File: src/rtl/pipe_adder_pkg.sv
// Shared types for the pipelined chunked adder: operation encoding and the
// per-stage control beat (valid bit plus the carry handed to the next stage).
package pipe_adder_pkg;

    typedef enum logic {
        OP_ADD = 1'b0,
        OP_SUB = 1'b1
    } op_e;

    typedef struct packed {
        logic valid;
        logic carry;
    } stage_ctl_t;

endpackage

File: src/rtl/pipe_adder_chunk.sv
// CHUNK-wide combinational adder slice with carry in and carry out; one
// instance per pipeline stage of pipe_adder.
module pipe_adder_chunk
    import pipe_adder_pkg::*;
#(
    parameter int CHUNK = 8
) (
    input  logic [CHUNK-1:0] a,
    input  logic [CHUNK-1:0] b,
    input  logic             ci,
    output logic [CHUNK-1:0] sum,
    output logic             co
);

    assign {co, sum} = {1'b0, a} + {1'b0, b} + {{CHUNK{1'b0}}, ci};

endmodule

File: src/rtl/pipe_adder.sv
// Pipelined WIDTH-bit adder/subtractor, CHUNK bits per stage, with valid/ready
// flow control. Optional macro PIPE_ADDER_SAT_EN saturates addC on signed overflow.
module pipe_adder
    import pipe_adder_pkg::*;
#(
    parameter int WIDTH = 32,
    parameter int CHUNK = 8
) (
    input  logic             clk,
    input  logic             rst_n,
    input  logic             in_valid,
    output logic             in_ready,
    input  logic [WIDTH-1:0] inputA,
    input  logic [WIDTH-1:0] inputB,
    input  logic             cin,
    input  logic             op,
    output logic             out_valid,
    input  logic             out_ready,
    output logic [WIDTH-1:0] addC,
    output logic             cout,
    output logic             ovf
);

    localparam int NSTAGE = WIDTH / CHUNK;
    localparam int LAST   = NSTAGE - 1;

    if (WIDTH % CHUNK != 0) begin : g_bad_chunk
        $error("pipe_adder: WIDTH must be a multiple of CHUNK");
    end

    logic             advance;
    logic             is_sub;

    stage_ctl_t       ctl_r  [NSTAGE];
    logic [WIDTH-1:0] a_r    [NSTAGE];
    logic [WIDTH-1:0] b_r    [NSTAGE];
    logic [WIDTH-1:0] s_r    [NSTAGE];
    logic             ovf_r;

    stage_ctl_t       ctl_in [NSTAGE];
    logic [WIDTH-1:0] a_in   [NSTAGE];
    logic [WIDTH-1:0] b_in   [NSTAGE];
    logic [WIDTH-1:0] s_in   [NSTAGE];
    logic [WIDTH-1:0] s_next [NSTAGE];
    logic [CHUNK-1:0] chunk_sum [NSTAGE];
    logic             chunk_co  [NSTAGE];

    logic             a_sign;
    logic             b_sign;
    logic             r_sign;
    logic             ovf_next;
    logic [WIDTH-1:0] res_next;

    assign advance   = !out_valid || out_ready;
    assign in_ready  = advance;
    assign is_sub    = (op_e'(op) == OP_SUB);

    // Subtraction enters stage 0 as A + ~B + 1; later stages take the skewed operands.
    always_comb begin
        a_in[0]         = inputA;
        b_in[0]         = is_sub ? ~inputB : inputB;
        ctl_in[0].valid = in_valid;
        ctl_in[0].carry = is_sub ? 1'b1 : cin;
        s_in[0]         = '0;
        for (int k = 1; k < NSTAGE; k++) begin
            a_in[k]   = a_r[k-1];
            b_in[k]   = b_r[k-1];
            ctl_in[k] = ctl_r[k-1];
            s_in[k]   = s_r[k-1];
        end
    end

    for (genvar k = 0; k < NSTAGE; k++) begin : g_stage
        pipe_adder_chunk #(.CHUNK(CHUNK)) u_chunk (
            .a   (a_in[k][k*CHUNK +: CHUNK]),
            .b   (b_in[k][k*CHUNK +: CHUNK]),
            .ci  (ctl_in[k].carry),
            .sum (chunk_sum[k]),
            .co  (chunk_co[k])
        );
    end

    always_comb begin
        for (int k = 0; k < NSTAGE; k++) begin
            s_next[k] = s_in[k];
            s_next[k][k*CHUNK +: CHUNK] = chunk_sum[k];
        end
    end

    assign a_sign   = a_in[LAST][WIDTH-1];
    assign b_sign   = b_in[LAST][WIDTH-1];
    assign r_sign   = s_next[LAST][WIDTH-1];
    assign ovf_next = (a_sign == b_sign) && (r_sign != a_sign);

`ifdef PIPE_ADDER_SAT_EN
    // Clamp toward the operand sign: 0x7F..F for positive, 0x80..0 for negative.
    assign res_next = ovf_next ? {a_sign, {(WIDTH-1){~a_sign}}} : s_next[LAST];
`else
    assign res_next = s_next[LAST];
`endif

    always_ff @(posedge clk) begin
        if (!rst_n) begin
            for (int k = 0; k < NSTAGE; k++) begin
                ctl_r[k] <= '0;
                a_r[k]   <= '0;
                b_r[k]   <= '0;
                s_r[k]   <= '0;
            end
            ovf_r <= 1'b0;
        end else if (advance) begin
            for (int k = 0; k < NSTAGE; k++) begin
                ctl_r[k].valid <= ctl_in[k].valid;
                ctl_r[k].carry <= chunk_co[k];
                a_r[k]         <= a_in[k];
                b_r[k]         <= b_in[k];
                s_r[k]         <= (k == LAST) ? res_next : s_next[k];
            end
            ovf_r <= ovf_next;
        end
    end

    assign out_valid = ctl_r[LAST].valid;
    assign addC      = s_r[LAST];
    assign cout      = ctl_r[LAST].carry;
    assign ovf       = ovf_r;

endmodule

File: config.mk
export PLATFORM = sky130hd
export DESIGN_NAME = pipe_adder
export DESIGN_NICKNAME = d
export VERILOG_FILES = /design/src/rtl/pipe_adder_pkg.sv /design/src/rtl/pipe_adder_chunk.sv /design/src/rtl/pipe_adder.sv
export SDC_FILE = /design/constraint.sdc
export NUM_CORES = 1
export LEC_CHECK = 0
export CORE_MARGIN = 2
export CORE_UTILIZATION = 55
export DETAILED_ROUTE_END_ITERATION = 10
export PLACE_DENSITY = 0.79
export SYNTH_ARGS = -nofsm -noshare
export SYNTH_HDL_FRONTEND = slang
export SYNTH_SLANG_ARGS = --single-unit
File: constraint.sdc
create_clock -name clk -period 6.9 [get_ports clk]
set_input_delay 1.38 -clock clk [delete_from_list [all_inputs] [get_ports clk]]
set_output_delay 1.38 -clock clk [all_outputs]
set_load 0.03 [all_outputs]
---- Word-level counts from Yosys, hierarchy flattened ----
Memory sizes are Yosys's and may differ from the RTL's.
Cells that the tools add are included.
word-level totals
  flip-flop bits (word level) ............. 1
  logic and storage cells ................. 65
  RAM bits ................................ 392
  output and inout port bits .............. 36
  memories ................................ 4
  input bits .............................. 70
cells by class
  muxes and demuxes ....................... 26
  add/sub/neg operators ................... 8
  reduce and logical (&&, ||, !) cells .... 3
  eq/ne operators ......................... 2
  bitwise gates (word level) .............. 21
memories
  memory  depth  bits a word  read ports  clocked after memory_dff  write ports  RTL line          text
  a_r     4      32           3           0                         4            pipe_adder.sv:35  logic [WIDTH-1:0] a_r [NSTAGE];
  b_r     4      32           3           0                         4            pipe_adder.sv:36  logic [WIDTH-1:0] b_r [NSTAGE];
  s_r     4      32           4           0                         4            pipe_adder.sv:37  logic [WIDTH-1:0] s_r [NSTAGE];
  ctl_r   4      2            4           0                         4            pipe_adder.sv:34  stage_ctl_t ctl_r [NSTAGE];
operators with widths
  kind                  number
  2-to-1 mux 32 bit     13
  adder 8 x 8 -> 9 bit  4
  adder 9 x 1 -> 9 bit  4
  NOT 32 bit            1
  bitwise OR 1 bit      20
  2-to-1 mux 1 bit      13
  equality test 1 bit   1
  logical AND 1 bit     1
  zero test 1 bit       1
  logical OR 1 bit      1
  != test 1 bit         1

---- Longest topological paths before layout ----
Gate-level depths: netlist of run 1.
An unclocked memory read counts as a cell.
  depth after elaboration ................. 7
  gate-level depth with buffers ........... 10
  depth with buffers taken out ............ 8

---- Cells and area by module ----
Synthesis of run 1 repeated with hierarchy kept, for this count alone.
unflattened totals
  cell total of the unflattened synthesis .. 617
  area, all modules ....................... 9,555.4 µm²
by module, submodules not included
  module                                     area an instance (µm²)  cells each  instances  seq. area each (µm²)
  pipe_adder                                 8,247.9                 455         1          5,545.3
  pipe_adder_chunk (g_stage[1].u_chunk ...)  331.6                   42          2          0.0
  pipe_adder_chunk (g_stage[0].u_chunk)      331.6                   40          1          0.0
  pipe_adder_chunk (g_stage[3].u_chunk)      312.8                   38          1          0.0

---- Worst setup path before layout of run 1 ----
Ideal clock, no wire load.
  path type ............................... input -> register
  start point ............................. input port rst_n
  end point ............................... memory a_r[0][10], enable pin
  data required time ...................... 5,412 ps
  arrival ................................. 4,761 ps
  cell stages on the path ................. 3
  setup time .............................. 1,488 ps
  setup slack ............................. 651 ps
  buffers on the path ..................... 2
  path through ............................ buf_2 -> clkbuf_1 -> nand2_1
RTL lines
  what                RTL line          text
  start: declaration  pipe_adder.sv:10  input logic rst_n,
  end: declaration    pipe_adder.sv:35

---- Worst setup path in the final report of run 1 ----
  start point ............................. input port out_ready
  end point ............................... output port in_ready
between the ends
  word-level cells in the longest chain between the ends .. 1
RTL lines
  what                RTL line          text
  start: declaration  pipe_adder.sv:18  input logic out_ready,
  logical OR 1 bit    pipe_adder.sv:54  assign advance = !out_valid || out_ready;
  end: declaration    pipe_adder.sv:12  output logic in_ready,
No other way between the ends.

==> results.cfg, run 1 <==
[setup_path]
setup.reg_to_reg.worst_slack_ns = 4.37
worstReg2RegStart = a_r[0][48]
critical_path.slowest_cell = clkdlybuf4s50_1
critical_path.reg2reg.endpoint = s_r[2][22]
r2r_cells = 7
cp_data_arrival_time_ns = 2.79
critPathKind = input port to output pin
worst_setup_path_end_kind = output pin
crit_path_cell_trace = clkdlybuf4s50_1 > nor2b_4 > inv_2 > clkdlybuf4s50_1
critPathRequiredTime_ns = 5.52
crit_path_max_fanout = 4
worst_path_largest_cell_delay_ns = 0.74
timing.critical_path.mode_cell = clkdlybuf4s50_1
critical_path.startpoint_type = input port

[clock_network]
cts.sink_count = 185
numCtsBuffers = 17
cts_tree = done
insertion_delay_ns = 0.41
cts_setup_buffers = 0
post_cts_resize_count = 0
cts-htree-levels = 4
path_clk_slew_ns = 0.06
ctsLongestPathBuffers = 2
postCtsHoldBufs = 0
clockRootBuffer = clkbuf_16

[synth]
number_of_different_library_cells_in_the_post_synthesis_netlist = 37
synth_seq_area_share_pct = 66.8
synth_common_cells = 184 x edfxtp_1, 133 x and3_1, 62 x nor2_1
synth_most_common_cell = edfxtp_1
synth_top_area_share_pct = 66.5
synth.ff_latch_count = 185
synthArstFlopShare_pct = 0
synthesis.instances = 598
syn-mean-instance-area_um2 = 13.9
post_synth_main_area_contributors = edfxtp_1 67%, and3_1 10%, ha_1 4.2%, xnor2_1 3.5%, nor2_1 2.8%
cell_area_after_technology_mapping_um2 = 8300
synth_enable_flop_cells = 184
synthesis.yosys.warnings = 0
mappedNetlistNets = 704
synth-main-ff-cell = edfxtp_1
synth_area_leader_cell = edfxtp_1

[sta]
final.min_clock_period_ns = 4.17
rsz0062_at_grt = no
worst_slew_margin_relative_to_its_limit_pct = 33.0
period_share_pct = 60.4
report.final.hold_viol_count = 0
skew_ns = 0.00879
final_max_slew_viol_count = 0
clock.fmax_mhz = 240
setup-tns-final_ns = 0
report.final.setup_viol = 0
timing_worst_slew_pin_value_ns = 1.00

[layout]
layout-area-overhead-vs-synth_pct = 20.8
antennaDiodeCount = 0
drive_gt1_share_pct = 6.44
layout.core_utilization_pct = 68.5
final_nets = 794

[routing]
detailedRoute.firstPassIterationCount = 6
via_per_inst = 5.36
starting_drc_count_in_detailed_routing = 412
ant_nets = 0
wl_per_cell_um = 15.3
routed-via-count = 4732
drc = 0
wl_um = 13500

[worst_hold_path]
timing.hold.worst_path_depth = 2
hold_path_startpoint = ovf
worstHoldPathType = register to register
worstHoldEndpoint = ovf

[die]
core_region_area_um2 = 14600
design.portCount = 106
num_rows = 44
die-area_um2 = 16100
starting_density_pct = 56.7
chipHeight_um = 127
die_w_um = 127

[pwr]
ir_worst_vdd_mv = 0.156
static-leakage-power_nw = 4.43
pwr_density_cell_nw_per_um2 = 252

[global_route]
grt_antenna_before_repair = 0
grt-ovfl-total = 0
grt_start_max_net_pins = 185
first_pass_grt_wire_length_um = 22100
grtUsageTotal_pct = 17.3
grt_pass1_vias = 4501

[place]
gp_congestion = 0.765
port_buffers = 105
sum_of_net_half_perimeters_after_detailed_placement_um = 8610

[outcome]
outcome = finished clean

[flow_run]
cap_viol_max_count = 0
[metrics by stage]
step | instances | hold slack [ns] | setup slack (ns) | area [um2] | total power [mW]
3_3_place_gp | 853 | 0.486 | 2.65 | 9470 | 1.64
3_5_place_dp | 853 | 0.500 | 2.52 | 9470 | 1.65
6_report | 883 | 0.511 | 2.73 | 10000 | 2.53
2_1_floorplan | 598 | 0.515 | 0.651 | 8300 | 1.54
4_1_cts | 883 | 0.508 | 2.74 | 10000 | 2.55
5_1_grt | 883 | 0.562 | 2.70 | 10000 | 2.62
[how the worst max path moves through the flow]
stage	startpoint	endpoint	slack [ns]	cells past startpoint
CTS	out_ready	in_ready	2.74	4
global route	out_ready	in_ready	2.70	4
floorplan	rst_n	a_r[0][10]	0.65	3
global placement	op	s_r[0][6]	2.65	9
detailed placement	op	s_r[0][6]	2.52	9
finish	out_ready	in_ready	2.73	4
[placed cells by master, fill, tap and decap left out, types with 2 or more instances in the layout]
| cell type | count |
|---|---|
| a211oi_2 | 2 |
| nor2b_1 | 2 |
| a21oi_1 | 9 |
| o21bai_1 | 8 |
| mux2i_1 | 3 |
| xor2_1 | 13 |
| nand2_1 | 5 |
| edfxtp_1 | 184 |
| a211oi_1 | 3 |
| inv_1 | 10 |
| nand2b_1 | 6 |
| o31a_1 | 3 |
| nor2_1 | 62 |
| nor3_1 | 4 |
| fa_1 | 8 |
| and3_1 | 133 |
| ha_1 | 28 |
| a21oi_2 | 3 |
| a21boi_0 | 3 |
| buf_4 | 3 |
| clkinv_2 | 2 |
| a21o_1 | 6 |
| clkbuf_16 | 17 |
| clkinvlp_4 | 5 |
| xnor2_1 | 33 |
| bufinv_16 | 2 |
| clkdlybuf4s50_1 | 103 |
| nor2b_4 | 2 |
| o21ai_0 | 14 |
| a211o_1 | 2 |
| nand3_1 | 3 |
| buf_2 | 2 |
[critical path, delay by kind of cell]
kind          cells  cell delay (ns)
simple gates      1             0.07
buf+inv           3             1.34
[flip-flops by register name, indices dropped and copies added, names as in the netlist]
| register | cells |
|---|---|
| b_r | 48 |
| a_r | 48 |
| ctl_r | 8 |
| s_r | 80 |
| ovf | 1 |
[logic make-up (layout without fill, tap and decap cells)]
logic type | count (synthesis) | in the layout | share of synthesized area, %
simple gates | 221 | 221 | 14.7
flops | 185 | 185 | 66.8
compound gates | 58 | 58 | 4.78
buf+inv | 49 | 150 | 2.38
xor+xnor | 46 | 46 | 4.85
fa+ha+maj | 36 | 36 | 6.15
mux | 3 | 3 | 0.362
[final cells by class]
class | instances | area (um2)
Clock buffer | 18 | 429
Clock inverter | 12 | 129
Fill cell | 997 | 4620
Inverter | 11 | 41.3
Multi-Input combinational cell | 364 | 2570
Sequential cell | 185 | 5550
Tap cell | 184 | 230
Timing Repair Buffer | 109 | 1080
[layer usage]
layer  vias to the layer above  global-route usage (%)  part of all wire (%)
met5                         -                       0                     0
met4                         0                    5.17                  0.70
met3                         8                    4.26                   5.2
met2                       115                    27.1                    48
met1                      2239                    24.3                    46
li1                       2370                       -                     -
[where the power goes]
group	switching [mW]	internal [mW]
clock network	0.376	0.528
registers	0.0236	1.33
logic	0.139	0.136
total	0.539	1.99
Note: power is estimated with default switching activity, not from simulation.
==> run 2: changes to the inputs <==
--- a/config.mk
+++ b/config.mk
@@ -6,9 +6,9 @@
 export NUM_CORES = 1
 export LEC_CHECK = 0
 export CORE_MARGIN = 2
-export CORE_UTILIZATION = 55
+export CORE_UTILIZATION = 50
 export DETAILED_ROUTE_END_ITERATION = 10
-export PLACE_DENSITY = 0.79
+export PLACE_DENSITY = 0.76
 export SYNTH_ARGS = -nofsm -noshare
 export SYNTH_HDL_FRONTEND = slang
 export SYNTH_SLANG_ARGS = --single-unit
==> constraint.sdc (replaced) <==
create_clock -name clk -period 3.5 [get_ports clk]
set_input_delay 0.7 -clock clk [delete_from_list [all_inputs] [get_ports clk]]
set_output_delay 0.7 -clock clk [all_outputs]
set_load 0.03 [all_outputs]
==> results.cfg, run 2 (same netlist as run 1, synthesis figures left out) <==
[routing]
wl_um = 14500
drc = 0
wl_met3_um = 599
starting_drc_count_in_detailed_routing = 356
route.met2.wl_um = 7480
top_layer = met4
wirelength_met1_um = 6100
wl_per_cell_um = 15.6
detailedRoute.firstPassIterationCount = 4
ant_nets = 0
routed-via-count = 4878
via_per_inst = 5.25

[sta]
skew_ns = 0.0104
rsz0062_at_grt = no
final.min_clock_period_ns = 2.96
report.final.hold_viol_count = 0
postLayoutSetupSlackWorst_ns = 0.537
worst_slew_margin_relative_to_its_limit_pct = 51.5
final_max_slew_viol_count = 0
report.final.setup_viol = 0
period_share_pct = 84.7
clock.fmax_mhz = 337
setup-tns-final_ns = 0
timing_worst_slew_pin_value_ns = 0.727
finalHoldWorstSlack_ns = 0.524

[clock_network]
postCtsHoldBufs = 0
cts_tree = done
clockRootBuffer = clkbuf_16
insertion_delay_ns = 0.43
ctsLongestPathBuffers = 2
path_clk_slew_ns = 0.07
cts_setup_buffers = 0
cts-htree-levels = 4
post_cts_resize_count = 0
cts.sink_count = 185
numCtsBuffers = 17

[place]
port_buffers = 105
placedInstanceArea_um2 = 9580
sum_of_net_half_perimeters_after_detailed_placement_um = 9790
gp_congestion = 0.841
place_worst_setup_slack_ns = 0.0986
post-place-cells = 897

[layout]
drive_gt1_share_pct = 8.04
largest_reg_flops = 80
mostFrequentLayoutCells = 184 x edfxtp_1, 133 x and3_1, 103 x clkdlybuf4s50_1
final_nets = 802
registers_with_the_highest_flip_flop_counts = s_r: 80 flops, a_r: 48 flops, b_r: 48 flops
leading_cell_type_in_the_layout_fill_and_taps_excluded = edfxtp_1
seqCellArea_um2 = 5550
combined_area_of_the_multi_input_logic_cells_um2 = 2580
layout-area-overhead-vs-synth_pct = 22.4
register_with_the_most_flip_flops = s_r
layout.filler_cells = 1226
cell_area_after_layout_um2 = 10200
stdcell_count = 929
antennaDiodeCount = 0

[setup_path]
crit_path_max_fanout = 3
critical_path.reg2reg.endpoint = s_r[2][22]
critPathKind = input port to register
critical_path.slowest_cell = fa_1
worst_setup_path_end_kind = register
timing.critical_path.mode_cell = fa_1
worst_path_dominant_cell_family = adder cells
worstReg2RegStart = b_r[0][48]
worst-path-buf-inv = 1
worst_path_largest_cell_delay_ns = 0.42
critical_path.startpoint_type = input port
setup.reg_to_reg.worst_slack_ns = 1.03
r2r_cells = 7
critPathRequiredTime_ns = 3.69
cp_data_arrival_time_ns = 3.16
crit_path_cell_trace = clkdlybuf4s50_1 > or2_2 > fa_1 > fa_1 > a21o_1 > a21oi_2 > o21bai_1 > a211o_1 > and3_1

[worst_hold_path]
worstHoldPathType = register to register
worstHoldEndpoint = ovf
hold_path_startpoint = ovf
timing.hold.worst_path_depth = 2

[die]
chipHeight_um = 133
num_rows = 47
starting_density_pct = 50.6
die-area_um2 = 17700
design.portCount = 106
die_w_um = 133
core_region_area_um2 = 16400

[global_route]
grt_pass1_vias = 4825
grt_start_max_net_pins = 94
grt-ovfl-total = 0
grtUsageTotal_pct = 17.4
grt_antenna_before_repair = 0
first_pass_grt_wire_length_um = 23700

[pwr]
pwr_density_cell_nw_per_um2 = 499
static-leakage-power_nw = 4.48
ir_worst_vdd_mv = 0.332

[outcome]
outcome = finished clean

[flow_run]
cap_viol_max_count = 0
[run 2: cell types whose count changed in the layout (fill, tap and decap cells not counted), sizes merged]
cell      previous run  this run
clkinv               4         3
bufinv               2         1
clkbuf              18        17
buf                  6        14
clkinvlp             5         3
inv                 12        19
[run 2: metrics by stage]
| stage | total power, mW | util (%) |
|---|---|---|
| finish | 5.07 | 62.0 |
| global route | 5.27 | 62.0 |
| CTS | 5.12 | 62.0 |
| detailed placement | 3.25 | 58.4 |
| global placement | 3.22 | 58.4 |
| floorplan | 3.04 | - |
[run 2: final cells by class]
class,instances,area share [%]
multi-input combinational,364,25.3
sequential,185,54.5
tap,220,2.71
timing repair buffer,117,11.3
inverter,11,0.406
clock buffer,17,4.18
clock inverter,15,1.54
[run 2: worst max-delay path by stage]
stage	from	to	slack [ns]	cells after the start
after floorplan	op	s_r[0][6]	0.25	10
after global placement	cin	s_r[0][6]	0.17	9
after detailed placement	cin	s_r[0][6]	0.1	9
after CTS	cin	s_r[0][6]	0.58	9
after global routing	cin	s_r[0][6]	0.49	9
final	cin	s_r[0][6]	0.54	9
[run 2: report_power, final]
part           internal, mW  leakage [nW]  switching, mW
combinational         0.270          2.00          0.274
sequential             2.61          2.19         0.0457
clock                  1.01         0.277          0.864
total                  3.89          4.48           1.18
[run 2: worst min-delay path, cell delays in order, from the launching register on]
cell and delay (ns):
dfxtp_1 0.32, nand3_1 0.08, o211ai_1 0.08
[run 2: metal layers]
layer  track usage, %  up-vias
li1                 -     2397
met1             21.0     2338
met2             29.8      116
met3             4.33       27
met4             7.53        0
met5                0        -
==> run 3: changes to the inputs <==
==> constraint.sdc (replaced) <==
create_clock -name clk -period 2.5 [get_ports clk]
set_input_delay 0.5 -clock clk [delete_from_list [all_inputs] [get_ports clk]]
set_output_delay 0.5 -clock clk [all_outputs]
set_load 0.03 [all_outputs]
==> results.cfg, run 3 (same netlist as run 1, synthesis figures left out) <==
[outcome]
outcome = finished clean

[layout]
layout-area-overhead-vs-synth_pct = 24.2
antennaDiodeCount = 0
leading_cell_type_in_the_layout_fill_and_taps_excluded = edfxtp_1
largest_reg_flops = 80
register_with_the_most_flip_flops = s_r
registers_with_the_highest_flip_flop_counts = s_r: 80 flops, a_r: 48 flops, b_r: 48 flops
mostFrequentLayoutCells = 184 x edfxtp_1, 133 x and3_1, 101 x clkdlybuf4s50_1
drive_gt1_share_pct = 9.36
final_nets = 811

[routing]
via_per_inst = 5.23
wl_um = 14300
wl_per_cell_um = 15.3
routed-via-count = 4896
ant_nets = 0
drc = 0
starting_drc_count_in_detailed_routing = 356
detailedRoute.firstPassIterationCount = 4

[clock_network]
clockRootBuffer = clkbuf_16
cts-htree-levels = 4
path_clk_slew_ns = 0.06
cts_tree = done
ctsLongestPathBuffers = 2
numCtsBuffers = 17
insertion_delay_ns = 0.43
cts.sink_count = 185

[setup_path]
worst-path-buf-inv = 1
crit_path_cell_trace = clkdlybuf4s50_1 > fa_2 > fa_2 > a21o_1 > a21oi_2 > o21bai_1 > a211o_1 > and3_1
worst_path_dominant_cell_family = compound AO/OA/AOI/OAI gates
critical_path.startpoint_type = input port
critical_path.slowest_cell = clkdlybuf4s50_1
critPathKind = input port to register
timing.critical_path.mode_cell = fa_2
critPathRequiredTime_ns = 2.68
crit_path_max_fanout = 2
cp_data_arrival_time_ns = 2.63
worst_path_largest_cell_delay_ns = 0.44
worst_setup_path_end_kind = register

[pwr]
pwr_density_cell_nw_per_um2 = 705
clockPowerShare_pct = 37.9
switching_share_pct = 21.3
sequentialPowerShare_pct = 51.2
p_int_mw = 5.72
switchingPower_mw = 1.55
static-leakage-power_nw = 4.55
power.combinational.fraction_pct = 10.9
ir_worst_vdd_mv = 0.511
total_power_mw = 7.27

[sta]
rsz0062_at_grt = no
postLayoutSetupSlackWorst_ns = 0.0552
report.final.setup_viol = 0
final_max_slew_viol_count = 0
report.final.hold_viol_count = 0
timing_worst_slew_pin_value_ns = 0.516
worst_slew_margin_relative_to_its_limit_pct = 65.6
period_share_pct = 97.8
final.min_clock_period_ns = 2.44
clock.fmax_mhz = 409
skew_ns = 0.00988

[global_route]
grt-busiest-layer = met2
grt.met1_usage_pct = 20.7
grt-ovfl-total = 0
grt_pass1_vias = 4946
met3_demand_to_capacity_share_in_global_routing_pct = 4.02
first_pass_grt_wire_length_um = 23400
grt_antenna_before_repair = 0
grtUsageTotal_pct = 17.0
grt_start_max_net_pins = 69
grt_use_met2_pct = 28.4

[flow_run]
cap_viol_max_count = 0

[place]
port_buffers = 105
sum_of_net_half_perimeters_after_detailed_placement_um = 9690
gp_congestion = 0.869
place_worst_setup_slack_ns = -0.583

[die]
core_region_area_um2 = 16400
die_w_um = 133
chipHeight_um = 133
die-area_um2 = 17700
starting_density_pct = 50.6
num_rows = 47
design.portCount = 106

[worst_hold_path]
worstHoldPathType = register to register
==> run 3: final timing paths <==
| check | startpoint | end | slack, ns | cells after the start |
|---|---|---|---|---|
| min reg2reg | ovf | ovf | 0.51 | 2 |
| max | inputA[0] | s_r[0][6] | 0.06 | 8 |
| min | ovf | ovf | 0.51 | 2 |
| max reg2reg | a_r[0][48] | s_r[2][22] | 0.09 | 7 |
==> run 3: metal layers <==
metal | vias up | wire (um)
li1 | 2404 | -
met1 | 2352 | 6040
met2 | 108 | 7200
met3 | 32 | 577
met4 | 0 | 508
met5 | - | 0
==> run 3: tightest hold or removal path, cell delays in order, from the launching register on <==
cell      delay [ns]
dfxtp_1         0.32
nand3_1         0.06
o211ai_1        0.07
==> run 3: timing repair <==
item,CTS,global route
hold buffers,0,0
setup buffers,3,0
pin swaps,8,0
setup endpoints to repair,2,3
gates resized for setup,3,2
==> run 3: final cells by class <==
cell class,instances,area (um2)
clock buffers,19,433
clock inverters,11,174
fillers,1195,6090
inverters,11,42.5
multi-input cells,364,2600
flip-flops and latches,185,5550
well taps,220,275
repair buffers,126,1250
==> run 3: per-stage QoR <==
step / hold slack (ns) / cell area (um2) / instances / utilization (%) / TNS [ns]
3_3_place_gp: 0.493 / 9680 / 903 / 59.0 / -1.27
3_5_place_dp: 0.508 / 9680 / 903 / 59.0 / -1.64
5_1_grt: 0.524 / 10300 / 936 / 62.9 / 0
2_1_floorplan: 0.515 / 8350 / 598 / - / -0.492
6_report: 0.511 / 10300 / 936 / 62.9 / 0
4_1_cts: 0.515 / 10300 / 936 / 62.8 / 0
==> run 3: power groups by stage <==
stage	clock (mW)	sequential, mW	combinational (mW)
after global routing	2.91	3.74	0.871
after global placement	0	3.78	0.746
final	2.76	3.72	0.790
after detailed placement	0	3.79	0.778
after CTS	2.81	3.72	0.793
after floorplan	0	3.83	0.427
